File: src/rtl/clk_div_pkg.sv
// Shared types and default sizing for the multi-channel clock divider.
// Consumed by clk_div_gen_if, clk_div_ch and clk_div_gen.
package clk_div_pkg;

    localparam int unsigned DEF_N_CH    = 4;
    localparam int unsigned DEF_CNT_W   = 8;
    localparam int unsigned DEF_RST_PER = 1;
    localparam int unsigned DEF_RST_HI  = 1;

    typedef enum logic [1:0] {
        IDLE,
        RUN,
        RUN_PEND
    } ch_state_e;

    typedef struct packed {
        logic [DEF_CNT_W-1:0] per;
        logic [DEF_CNT_W-1:0] hi;
    } cfg_t;

    // Width of the channel select field: one spare bit so out-of-range selects exist.
    function automatic int unsigned ch_sel_w(input int unsigned n_ch);
        return $clog2(n_ch) + 1;
    endfunction

endpackage

File: src/rtl/clk_div_gen_if.sv
// Valid/ready configuration port of clk_div_gen: selects a channel and carries
// its new {PER, HI}. The master drives the request, the divider answers ready.
interface clk_div_gen_if
    import clk_div_pkg::*;
#(
    parameter int unsigned N_CH  = DEF_N_CH,
    parameter int unsigned CNT_W = DEF_CNT_W
);

    localparam int unsigned CH_W = ch_sel_w(N_CH);

    logic             cfg_valid;
    logic             cfg_ready;
    logic [CH_W-1:0]  cfg_ch;
    logic [CNT_W-1:0] cfg_per;
    logic [CNT_W-1:0] cfg_hi;

    modport master (
        output cfg_valid,
        output cfg_ch,
        output cfg_per,
        output cfg_hi,
        input  cfg_ready
    );

    modport slave (
        input  cfg_valid,
        input  cfg_ch,
        input  cfg_per,
        input  cfg_hi,
        output cfg_ready
    );

endinterface

File: src/rtl/clk_div_ch.sv
// One divider channel: period counter, IDLE/RUN/RUN_PEND FSM and a one-slot
// config shadow. Optional CLKDIV_SYNC_EN adds i_sync (phase restart of running channels).
module clk_div_ch
    import clk_div_pkg::*;
#(
    parameter int unsigned CNT_W   = DEF_CNT_W,
    parameter int unsigned RST_PER = DEF_RST_PER,
    parameter int unsigned RST_HI  = DEF_RST_HI
) (
    input  logic             clk,
    input  logic             rst,
    input  logic             i_en,
`ifdef CLKDIV_SYNC_EN
    input  logic             i_sync,
`endif
    input  logic             i_wr,
    input  logic [CNT_W-1:0] i_per,
    input  logic [CNT_W-1:0] i_hi,
    output logic             o_div,
    output logic             o_tick,
    output logic             o_pend
);

    typedef struct packed {
        logic [CNT_W-1:0] per;
        logic [CNT_W-1:0] hi;
    } ch_cfg_t;

    localparam ch_cfg_t RST_CFG = {CNT_W'(RST_PER), CNT_W'(RST_HI)};

    ch_state_e        r_state;
    ch_state_e        w_state_d;
    logic [CNT_W-1:0] r_cnt;
    logic [CNT_W-1:0] w_cnt_d;
    ch_cfg_t          r_cfg;
    ch_cfg_t          w_cfg_d;
    ch_cfg_t          r_sh;
    ch_cfg_t          w_sh_d;
    ch_cfg_t          w_new;
    logic             r_tick;
    logic             r_div;
    logic             r_pend;
    logic             w_tick_d;
    logic             w_div_d;
    logic             w_pend_d;
    logic             w_run_d;
    logic             w_sync;
    logic             w_bound;

`ifdef CLKDIV_SYNC_EN
    assign w_sync = i_sync;
`else
    assign w_sync = 1'b0;
`endif

    assign w_new   = {i_per, i_hi};
    // A sync pulse and a natural wrap both end the current period.
    assign w_bound = (r_cnt == r_cfg.per) || w_sync;

    always_ff @(posedge clk) begin
        if (rst) begin
            r_state <= IDLE;
            r_cnt   <= '0;
            r_cfg   <= RST_CFG;
            r_sh    <= RST_CFG;
            r_tick  <= 1'b0;
            r_div   <= 1'b0;
            r_pend  <= 1'b0;
        end else begin
            r_state <= w_state_d;
            r_cnt   <= w_cnt_d;
            r_cfg   <= w_cfg_d;
            r_sh    <= w_sh_d;
            r_tick  <= w_tick_d;
            r_div   <= w_div_d;
            r_pend  <= w_pend_d;
        end
    end

    always_comb begin
        w_state_d = r_state;
        w_cnt_d   = r_cnt;
        w_cfg_d   = r_cfg;
        w_sh_d    = i_wr ? w_new : r_sh;
        unique case (r_state)
            IDLE: begin
                w_cnt_d = '0;
                if (i_wr) w_cfg_d = w_new;
                if (i_en) w_state_d = RUN;
            end
            RUN: begin
                if (!i_en) begin
                    w_state_d = IDLE;
                    w_cnt_d   = '0;
                    if (i_wr) w_cfg_d = w_new;
                end else begin
                    w_cnt_d = w_bound ? '0 : r_cnt + CNT_W'(1);
                    if (i_wr) w_state_d = RUN_PEND;
                end
            end
            RUN_PEND: begin
                if (!i_en) begin
                    w_state_d = IDLE;
                    w_cnt_d   = '0;
                    w_cfg_d   = r_sh;
                end else if (w_bound) begin
                    w_state_d = RUN;
                    w_cnt_d   = '0;
                    w_cfg_d   = r_sh;
                end else begin
                    w_cnt_d = r_cnt + CNT_W'(1);
                end
            end
            default: begin
                w_state_d = IDLE;
                w_cnt_d   = '0;
            end
        endcase

        // Outputs are registered views of the next-cycle counter and config.
        w_run_d  = (w_state_d != IDLE);
        w_tick_d = w_run_d && (w_cnt_d == '0);
        w_div_d  = w_run_d && (w_cnt_d < w_cfg_d.hi);
        w_pend_d = (w_state_d == RUN_PEND);
    end

    assign o_div  = r_div;
    assign o_tick = r_tick;
    assign o_pend = r_pend;

endmodule

File: src/rtl/clk_div_gen.sv
// Multi-channel programmable clock-enable/divider: N_CH clk_div_ch copies behind one
// valid/ready config port. Define CLKDIV_SYNC_EN to add the i_sync phase-restart input.
module clk_div_gen
    import clk_div_pkg::*;
#(
    parameter int unsigned N_CH    = DEF_N_CH,
    parameter int unsigned CNT_W   = DEF_CNT_W,
    parameter int unsigned RST_PER = DEF_RST_PER,
    parameter int unsigned RST_HI  = DEF_RST_HI
) (
    input  logic            clk,
    input  logic            rst,
    input  logic [N_CH-1:0] i_ch_en,
`ifdef CLKDIV_SYNC_EN
    input  logic            i_sync,
`endif
    clk_div_gen_if.slave    cfg,
    output logic [N_CH-1:0] o_div_out,
    output logic [N_CH-1:0] o_tick,
    output logic [N_CH-1:0] o_pend
);

    localparam int unsigned CH_W = ch_sel_w(N_CH);

    logic [N_CH-1:0] w_hit;
    logic [N_CH-1:0] w_wr;
    logic            w_xfer;

    // Out-of-range selects hit nothing: always ready, silently dropped.
    always_comb begin
        w_hit = '0;
        for (int i = 0; i < N_CH; i++) begin
            w_hit[i] = (cfg.cfg_ch == CH_W'(i));
        end
    end

    assign cfg.cfg_ready = ~|(w_hit & o_pend);
    assign w_xfer        = cfg.cfg_valid && cfg.cfg_ready;
    assign w_wr          = w_hit & {N_CH{w_xfer}};

    for (genvar g = 0; g < N_CH; g++) begin : g_ch
        clk_div_ch #(
            .CNT_W   (CNT_W),
            .RST_PER (RST_PER),
            .RST_HI  (RST_HI)
        ) u_ch (
            .clk    (clk),
            .rst    (rst),
            .i_en   (i_ch_en[g]),
`ifdef CLKDIV_SYNC_EN
            .i_sync (i_sync),
`endif
            .i_wr   (w_wr[g]),
            .i_per  (cfg.cfg_per),
            .i_hi   (cfg.cfg_hi),
            .o_div  (o_div_out[g]),
            .o_tick (o_tick[g]),
            .o_pend (o_pend[g])
        );
    end

endmodule
File: src/flat_wrapper.sv
// flat-port wrapper written by rule: the top's interface ports become plain ports
module clk_div_gen_flat import clk_div_pkg::*;
#(
    parameter int unsigned N_CH    = DEF_N_CH,
    parameter int unsigned CNT_W   = DEF_CNT_W,
    parameter int unsigned RST_PER = DEF_RST_PER,
    parameter int unsigned RST_HI  = DEF_RST_HI
)
  (clk, rst, i_ch_en, o_div_out, o_tick, o_pend, cfg_cfg_valid, cfg_cfg_ch, cfg_cfg_per, cfg_cfg_hi, cfg_cfg_ready);
  clk_div_gen_if #(.N_CH(N_CH), .CNT_W(CNT_W)) cfg_i ();
  input  logic clk;
  input  logic rst;
  input  logic [N_CH-1:0] i_ch_en;
  output logic [N_CH-1:0] o_div_out;
  output logic [N_CH-1:0] o_tick;
  output logic [N_CH-1:0] o_pend;
  input wire logic [$bits(cfg_i.cfg_valid)-1:0] cfg_cfg_valid;
  input wire logic [$bits(cfg_i.cfg_ch)-1:0] cfg_cfg_ch;
  input wire logic [$bits(cfg_i.cfg_per)-1:0] cfg_cfg_per;
  input wire logic [$bits(cfg_i.cfg_hi)-1:0] cfg_cfg_hi;
  output wire logic [$bits(cfg_i.cfg_ready)-1:0] cfg_cfg_ready;
  assign cfg_i.cfg_valid = cfg_cfg_valid;
  assign cfg_i.cfg_ch = cfg_cfg_ch;
  assign cfg_i.cfg_per = cfg_cfg_per;
  assign cfg_i.cfg_hi = cfg_cfg_hi;
  assign cfg_cfg_ready = cfg_i.cfg_ready;
  clk_div_gen #(.N_CH(N_CH), .CNT_W(CNT_W), .RST_PER(RST_PER), .RST_HI(RST_HI)) u_core (.clk(clk), .rst(rst), .i_ch_en(i_ch_en), .cfg(cfg_i), .o_div_out(o_div_out), .o_tick(o_tick), .o_pend(o_pend));
endmodule
File: config.mk
export PLATFORM = sky130hd
export DESIGN_NAME = clk_div_gen_flat
export DESIGN_NICKNAME = d
export VERILOG_FILES = /design/src/rtl/clk_div_pkg.sv /design/src/rtl/clk_div_gen_if.sv /design/src/rtl/clk_div_ch.sv /design/src/rtl/clk_div_gen.sv /design/src/flat_wrapper.sv
export SDC_FILE = /design/constraint.sdc
export NUM_CORES = 1
export LEC_CHECK = 0
export BUFFER_PORTS_ARGS = -buffer_cell sky130_fd_sc_hd__buf_2
export CORE_MARGIN = 4
export CORE_UTILIZATION = 25
export DETAILED_ROUTE_END_ITERATION = 12
export GPL_TIMING_DRIVEN = 0
export HOLD_SLACK_MARGIN = 0.02
export SETUP_SLACK_MARGIN = 0.02
export SLEW_MARGIN = 30
export SYNTH_ARGS = -nofsm -noshare
export SYNTH_HDL_FRONTEND = slang
export SYNTH_SLANG_ARGS = --single-unit
File: constraint.sdc
create_clock -name clk -period 4 [get_ports clk]
set_input_delay 0.4 -clock clk [delete_from_list [all_inputs] [get_ports clk]]
set_output_delay 0.4 -clock clk [all_outputs]
set_load 0.1 [all_outputs]
; ---- Word level (Yosys, flattened, before mapping)
; Index checks and enable logic that the tools add are counted.
[word_totals]
register_bits = 180
in_bits = 26
out_inout_bits = 13
wordCells = 165
[op_classes]
add_sub_neg = 4
n_lt_le_gt_ge = 4
n_eq_ne = 27
mux = 56
n_bitwise = 2
n_reduce_logical = 36
[ops]
columns = op, count
row1 = $mux 16, 16
row2 = $pmux 16 s3, 4
row3 = $mux 8, 12
row4 = $mux 2, 20
row5 = $add 8x1->8 const B, 4
row6 = $eq 8x8->1, 4
row7 = $logic_not 8->1, 4
row8 = $lt 8x8->1, 4
row9 = $pmux 2 s3, 4
row10 = $eq 2x2->1 const B, 8
row11 = $ne 3x3->1 const B, 4
row12 = $reduce_and 3->1, 4
row13 = $reduce_bool 3->1, 4
row14 = $logic_and 1x1->1, 9
row15 = $and 4x4->4, 2
row16 = $eq 2x1->1 const B, 4
row17 = $logic_not 2->1, 4
row18 = $ne 2x2->1 const B, 4
row19 = $reduce_bool 2->1, 4
row20 = $reduce_or 2->1, 4
row21 = $eq 3x2->1 const B, 2
row22 = $reduce_or 4->1, 1
row23 = $eq 3x1->1 const B, 1
row24 = $logic_not 3->1, 1
row25 = $logic_not 1->1, 1

; ---- Logic depth before layout (Yosys ltp)
; Gate-level depths: netlist of run 1.
[depth]
ltp_word = 11
mapped_depth = 14
depth_no_buf = 13

; ---- Cells and area by module
; From an unflattened synthesis of run 1, not the netlist that was laid out.
[hier_totals]
hier_cells = 1180
hier_area_um2 = 10008.3
[by_module_without_submodules]
columns = mod, instances, cells_each, area_per_inst_um2, seq_area_each_um2
row1 = clk_div_ch (u_core.g_ch[2].u_ch), 1, 291, 2551.2, 900.9
row2 = clk_div_ch (u_core.g_ch[3].u_ch), 1, 299, 2548.7, 900.9
row3 = clk_div_ch (u_core.g_ch[0].u_ch), 1, 298, 2494.9, 900.9
row4 = clk_div_ch (u_core.g_ch[1].u_ch), 1, 284, 2338.5, 900.9
row5 = clk_div_gen, 1, 8, 75.1, 0.0

; ---- Worst setup path after synthesis of run 1
; Ideal clock, no wire load.
[synth_path]
path_type = flip-flop to flip-flop
start = register u_core.g_ch[0].u_ch.r_cnt[2]
end = register u_core.g_ch[0].u_ch.r_div
setup_ps = 86
arrival_ps = 3103
t_required_ps = 3914
path_slack_ps = 811
stages_incl_launch_ff = 13
path_buffers = 2
synth_period_minus_slack_ps = 3189
cell_sequence = dfxtp_1 clkbuf_1 xnor2_1 nand4_1 o21ai_0 and2_1 clkbuf_1 a22o_1 a22oi_1 ha_1 a221oi_1 or3b_2 a211oi_1
[synth_between]
elab_chain_cells = 6
elab_cells_between_ends = 14
classes_between = 1 x add/sub / 1 x order compare / 1 x eq/ne / 9 x mux / 2 x reduce/logical
[synth_lines]
columns = element, line_no
row1 = start: declaration, clk_div_ch.sv:33  ; logic [CNT_W-1:0] r_cnt;
row2 = start signal: assignment, clk_div_ch.sv:71  ; r_cnt <= w_cnt_d;
row3 = $add 8x1->8 or $eq 8x8->1 (tied branches), "clk_div_ch.sv:97, clk_div_ch.sv:111, clk_div_ch.sv:58"
row4 = "$mux 8, or another cell as far along", "clk_div_ch.sv:97, clk_div_ch.sv:106"
row5 = "$mux 8, or another cell as far along", clk_div_ch.sv:92  ; if (!i_en) begin
row6 = "$mux 8, or another cell as far along", --
row7 = $lt 8x8->1 or $reduce_bool 2->1 (tied branches), "clk_div_ch.sv:123, clk_div_ch.sv:121"
row8 = $logic_and 1x1->1 *, clk_div_ch.sv:123  ; w_div_d = w_run_d && (w_cnt_d < w_cfg_d.hi);
row9 = end signal: assignment, clk_div_ch.sv:75  ; r_div <= w_div_d;
row10 = end: declaration, clk_div_ch.sv:41  ; logic r_div;
; Every way passes the cells marked *; elsewhere a longest branch is shown, timed or not. The select of a mux whose other input is x is not followed.
; A chain may end at the register's enable or synchronous reset.

; ---- Worst setup path in the final report of run 1
; Same ends and word-level chain as after synthesis.

==> results.yml, run 1 <==
status:
  status: "finished clean"
hold_path:
  min_path_type: "in2reg"
  hold_end: "u_core.g_ch[3].u_ch.r_sh[3]"
  hold_depth: 3
  min_from: "cfg_cfg_hi[3]"
clock_tree:
  cts_tree: "done"
  worstSkewPairLatency_ns: 0.43
  htree_levels: 4
  post_cts_buffers: 0
  cts_made_buffers: 17
  cts.root.buffer_cell: "clkbuf_16"
  clockBufferDepth: 2
  cts.clk_slew.worst_paths_ns: 0.07
  cts_hold_repair.buffers: 0
  cts.sinks: 180
die:
  die_y_microns: 202
  die_area_sq_mm: 0.0409
  coreArea_sq_mm: 0.0369
  die_x_microns: 202
  ioPinCount: 39
  row_count: 70
  initial_core_util_pct: 25.6
yosys:
  syn_inst: 1177
  async_reset_ff_share_pct: 0
  synth_area_sq_mm: 0.00943
  ys_seq_area_share_pct: 38.2
  ys.flop_type: "dfxtp_1"
  yosysWarnings: 0
  yosysUniqueCellTypes: 69
  synth_seq_cells: 180
  avgSynthCellArea_sq_um: 8.01
  synth_edf_count: 0
  syn-num-nets: 1255
critical_path:
  r2r_slack_ns: 0.33
  cp_data_required_time_ns: 4.34
  cp-end-kind: "flip-flop"
  start_kind: "flip-flop"
  crit_type: "reg2reg"
  worst-r2r-cell-count: 12
  crit_arrival_ns: 4.01
  worstReg2RegStart: "u_core.g_ch[0].u_ch.r_cnt[2]"
  rr_endpoint: "u_core.g_ch[0].u_ch.o_div"
  cp_max_fo: 10
power_and_ir_drop:
  peakVddDrop_mv: 0.229
  power.density_mw_per_mm2: 379
  leakage_nw: 3.80
layout:
  drive_gt1_share_pct: 8.06
  nFillCells: 3995
  area_growth_pct: 14.4
  finalNetCount: 1306
  final_common_cell: "dfxtp_1"
  final_cell_mix: "180 x dfxtp_1, 170 x a21oi_1, 166 x nand2_1"
  diodes: 0
placed_design:
  globalplace.congestion: 0.865
  hpwl_microns: 21200
  io_buffers: 32
sta:
  finalSetupTns_ns: 0
  hold_ws_ns: 0.317
  max-slew-margin-rel_pct: 40.9
  tightest_slew_ns: 0.885
  clock_skew_ns: 0.00854
  finalHoldViolCount: 0
  period_needed_ns: 3.67
  max_clock_freq_mhz: 273
  drv_slew: 0
  grt_setup_unrepaired: "no"
  setup_violations: 0
  fin_crit_sh_pct: 91.7
job:
  maxCapViolations: 0
routing:
  detail-route-antenna-nets: 0
  wl_microns: 28700
  drc: 0
  dr.pass1.iters: 6
  wl_per_cell_microns: 16.5
  drt_iter0_markers: 757
  via_per_inst: 5.06
  via_count: 8816
grt:
  grt_pass1_wl_microns: 46200
  globalRouteOverflowTotal: 0
  track_usage_pct: 13.8
  grt_start_max_net_pins: 17
  grt_pass1_vias: 8543
  antenna_found_initial: 1
per-stage QoR:
stage	setup slack, ns	cell area [sq um]	utilization [%]	std cells	power [mW]
after floorplan	0.811	9430	-	1177	2.31
final	0.332	10800	29.3	1744	4.09
after global routing	0.0343	10800	29.3	1744	4.25
after detailed placement	0.0704	10200	27.7	1713	2.47
after CTS	0.0324	10800	29.2	1744	4.11
after global placement	0.103	10200	27.7	1713	2.46
cell families after synthesis:
group | synth area share [%]
AO/OA/AOI/OAI | 24.3
XOR/XNOR | 5.48
adder cells (fa/ha/maj) | 6.90
buffers and inverters | 4.52
flip-flops | 38.2
multiplexers | 0.345
AND/OR/NAND/NOR | 20.2
state kept, by name, summed over array words and instances (netlist names):
name	count
u_core.g_ch.u_ch.r_sh	64
u_core.g_ch.u_ch.o_pend	4
u_core.g_ch.u_ch.o_div	4
u_core.g_ch.u_ch.r_cnt	32
u_core.g_ch.u_ch.r_cfg	64
u_core.g_ch.u_ch.o_tick	4
u_core.g_ch.u_ch.r_state	8
area by class of cell:
type | count | area [sq um] | area share, %
Tap cell | 504 | 631 | 5.85
Multi-Input combinational cell | 899 | 5400 | 50.1
Inverter | 25 | 93.8 | 0.870
Buffer | 73 | 333 | 3.09
Clock buffer | 18 | 429 | 3.98
Clock inverter | 13 | 134 | 1.24
Timing Repair Buffer | 32 | 160 | 1.48
Sequential cell | 180 | 3600 | 33.4
layer usage:
layer  up-vias  routed length (microns)  GRT usage, %  share of wire, %
li1       4306                        -             -                 -
met1      4194                    13400          19.3                47
met2       265                    12800          21.5                44
met3        49                     1880          3.30               6.5
met4         2                      647          3.61               2.3
met5         -                       13             0             0.045
worst max-delay path, stage by stage, from the launching register on:
cell      delay, ns
dfxtp_1        0.31
clkbuf_1       0.27
xnor2_1        0.16
nand4_1        0.16
o21ai_2        0.32
and2_1         0.20
clkbuf_1       0.38
a22o_1         0.29
a22oi_1        0.09
ha_1           0.32
a221oi_1       0.38
or3b_2         0.47
a211oi_1       0.22
power by group:
group / switching [mW] / total (mW) / internal, mW
registers: 0.0418 / 1.89 / 1.84
clock network: 0.733 / 1.65 / 0.916
logic: 0.393 / 0.557 / 0.164
total: 1.17 / 4.09 / 2.92
cell usage after synthesis (21+ instances only):
cell       number  area share, %
dfxtp_1       180             38
a21oi_1       170            9.0
nand2_1       166            6.6
nor2_1        111            4.4
ha_1           52            6.9
clkbuf_1       51            2.0
nand3_1        49            2.6
o21ai_0        45            2.4
xnor2_1        42            3.9
o2bb2ai_1      28            2.6
inv_1          25            1.0
nor3_1         21            1.1
worst max path at each step:
stage,end,cells past startpoint,slack [ns],start
after floorplan,u_core.g_ch[0].u_ch.o_div,12,0.81,u_core.g_ch[0].u_ch.r_cnt[2]
after CTS,u_core.g_ch[0].u_ch.o_div,12,0.03,u_core.g_ch[0].u_ch.r_cnt[2]
after detailed placement,u_core.g_ch[0].u_ch.o_div,12,0.07,u_core.g_ch[0].u_ch.r_cnt[2]
after global routing,u_core.g_ch[0].u_ch.o_div,12,0.03,u_core.g_ch[0].u_ch.r_cnt[2]
after global placement,u_core.g_ch[0].u_ch.o_div,12,0.10,u_core.g_ch[0].u_ch.r_cnt[2]
final,u_core.g_ch[0].u_ch.o_div,12,0.33,u_core.g_ch[0].u_ch.r_cnt[2]
what timing repair did:
action                                  CTS  global route
hold endpoints to repair                  0             0
resized for setup                         0             2
endpoints found under the setup margin    0             1
Note: power is estimated with default switching activity, not from simulation.
==> inputs of run 2 (changes only) <==
--- a/config.mk
+++ b/config.mk
@@ -6,7 +6,6 @@
 export NUM_CORES = 1
 export LEC_CHECK = 0
 export BUFFER_PORTS_ARGS = -buffer_cell sky130_fd_sc_hd__buf_2
-export CORE_MARGIN = 4
 export CORE_UTILIZATION = 25
 export DETAILED_ROUTE_END_ITERATION = 12
 export GPL_TIMING_DRIVEN = 0
==> results.yml, run 2 (synthesized netlist as in run 1, its figures left out) <==
die:
  die_x_microns: 196
  die_area_sq_mm: 0.0385
  ioPinCount: 39
  row_count: 70
  initial_core_util_pct: 25.6
  coreArea_sq_mm: 0.0369
  die_y_microns: 196
layout:
  reg_top3: "u_core.g_ch.u_ch.r_cfg: 64 flops, u_core.g_ch.u_ch.r_sh: 64 flops, u_core.g_ch.u_ch.r_cnt: 32 flops"
  drive_gt1_share_pct: 8.22
  finalNetCount: 1306
  final_common_cell: "dfxtp_1"
  final_cell_mix: "180 x dfxtp_1, 170 x a21oi_1, 166 x nand2_1"
  stdcell_count: 1747
  final_core_util_pct: 29.4
  area_growth_pct: 15.1
routing:
  detail-route-antenna-nets: 0
  wl_per_cell_microns: 16.3
  dr.pass1.iters: 5
  via_count: 8850
  drt_iter0_markers: 903
  wl_microns: 28400
  via_per_inst: 5.07
  drc: 0
placed_design:
  io_buffers: 32
  globalplace.congestion: 0.878
  hpwl_microns: 21200
  dp.cells: 1713
clock_tree:
  cts_tree: "done"
  clockBufferDepth: 2
  htree_levels: 4
  cts.clk_slew.worst_paths_ns: 0.07
  cts.sinks: 180
  post_cts_buffers: 0
  worstSkewPairLatency_ns: 0.45
  cts_made_buffers: 17
  cts.root.buffer_cell: "clkbuf_16"
critical_path:
  cp_data_required_time_ns: 4.35
  cp_max_fo: 10
  start_kind: "flip-flop"
  worstReg2RegStart: "u_core.g_ch[0].u_ch.r_cnt[2]"
  r2r_slack_ns: 0.37
  crit_type: "reg2reg"
  worst-r2r-cell-count: 12
  crit_arrival_ns: 3.98
  rr_endpoint: "u_core.g_ch[0].u_ch.o_div"
  cp-end-kind: "flip-flop"
sta:
  clock_skew_ns: 0.00883
  finalSetupTns_ns: 0
  fin_crit_sh_pct: 90.8
  hold_ws_ns: 0.300
  finalHoldViolCount: 0
  tightest_slew_ns: 0.912
  drv_slew: 0
  period_needed_ns: 3.63
  setup_violations: 0
  max-slew-margin-rel_pct: 39.2
  max_clock_freq_mhz: 275
  grt_setup_unrepaired: "no"
status:
  status: "finished clean"
hold_path:
  hold_end: "u_core.g_ch[3].u_ch.r_sh[14]"
  min_path_type: "in2reg"
  min_from: "cfg_cfg_per[6]"
  hold_depth: 3
grt:
  grt_pass1_wl_microns: 45200
  grt_start_max_net_pins: 18
  globalRouteOverflowTotal: 0
  grt_pass1_vias: 8404
  antenna_found_initial: 2
  track_usage_pct: 14.9
job:
  maxCapViolations: 0
power_and_ir_drop:
  p_total_mw: 4.25
  peakVddDrop_mv: 0.266
  leakage_nw: 3.82
  power.density_mw_per_mm2: 392
## run 2: cell count changes in the layout (fill, tap and decap cells not counted)
cell	change
clkinv_2	-4
diode_2	+2
clkinv_4	+1
clkbuf_1	-1
bufinv_16	+1
inv_8	+4
## run 2: area by class of cell
class	count	area [sq um]
clock inverters	15	198
clock buffers	17	425
multi-input cells	899	5400
inverters	25	93.8
repair buffers	32	160
flip-flops and latches	180	3600
fillers	3976	26000
well taps	504	631
diodes	2	5.00
plain buffers	73	333
## run 2: how the worst max path moves through the flow
stage | start | endpoint
2_1_floorplan | u_core.g_ch[0].u_ch.r_cnt[2] | u_core.g_ch[0].u_ch.o_div
5_1_grt | u_core.g_ch[2].u_ch.r_cnt[0] | u_core.g_ch[2].u_ch.o_div
4_1_cts | u_core.g_ch[0].u_ch.r_cnt[2] | u_core.g_ch[0].u_ch.o_div
3_3_place_gp | u_core.g_ch[0].u_ch.r_cnt[2] | u_core.g_ch[0].u_ch.o_div
3_5_place_dp | u_core.g_ch[0].u_ch.r_cnt[2] | u_core.g_ch[0].u_ch.o_div
6_report | u_core.g_ch[0].u_ch.r_cnt[2] | u_core.g_ch[0].u_ch.o_div
## run 2: report_power, final
part           switching (mW)  internal, mW
sequential             0.0399          1.84
clock                   0.805          1.00
combinational           0.393         0.164
total                    1.24          3.01
## run 2: worst max-delay path, stage by stage (launching register included)
cell	delay [ns]
dfxtp_1	0.31
clkbuf_1	0.27
xnor2_1	0.16
nand4_1	0.18
o21ai_2	0.33
and2_1	0.19
clkbuf_1	0.35
a22o_1	0.25
a22oi_1	0.09
ha_1	0.31
a221oi_1	0.39
or3b_2	0.47
a211oi_1	0.21
## run 2: metrics by stage
step,worst slack [ns],cell area [sq um]
floorplan,0.811,9430
global placement,0.116,10200
detailed placement,0.136,10200
CTS,0.0942,10800
global route,0.0610,10800
finish,0.369,10900
## run 2: layer usage
metal,track usage [%],vias up,wire (microns)
li1,-,4319,-
met1,20.2,4251,13200
met2,23.7,248,12700
met3,3.09,32,2080
met4,4.20,0,379
met5,0,-,0
## run 2: timing repair
action,4_1_cts,5_1_grt
gates resized for setup,0,2
endpoints found under the setup margin,0,1
hold buffers,0,0
hold endpoints to repair,0,0
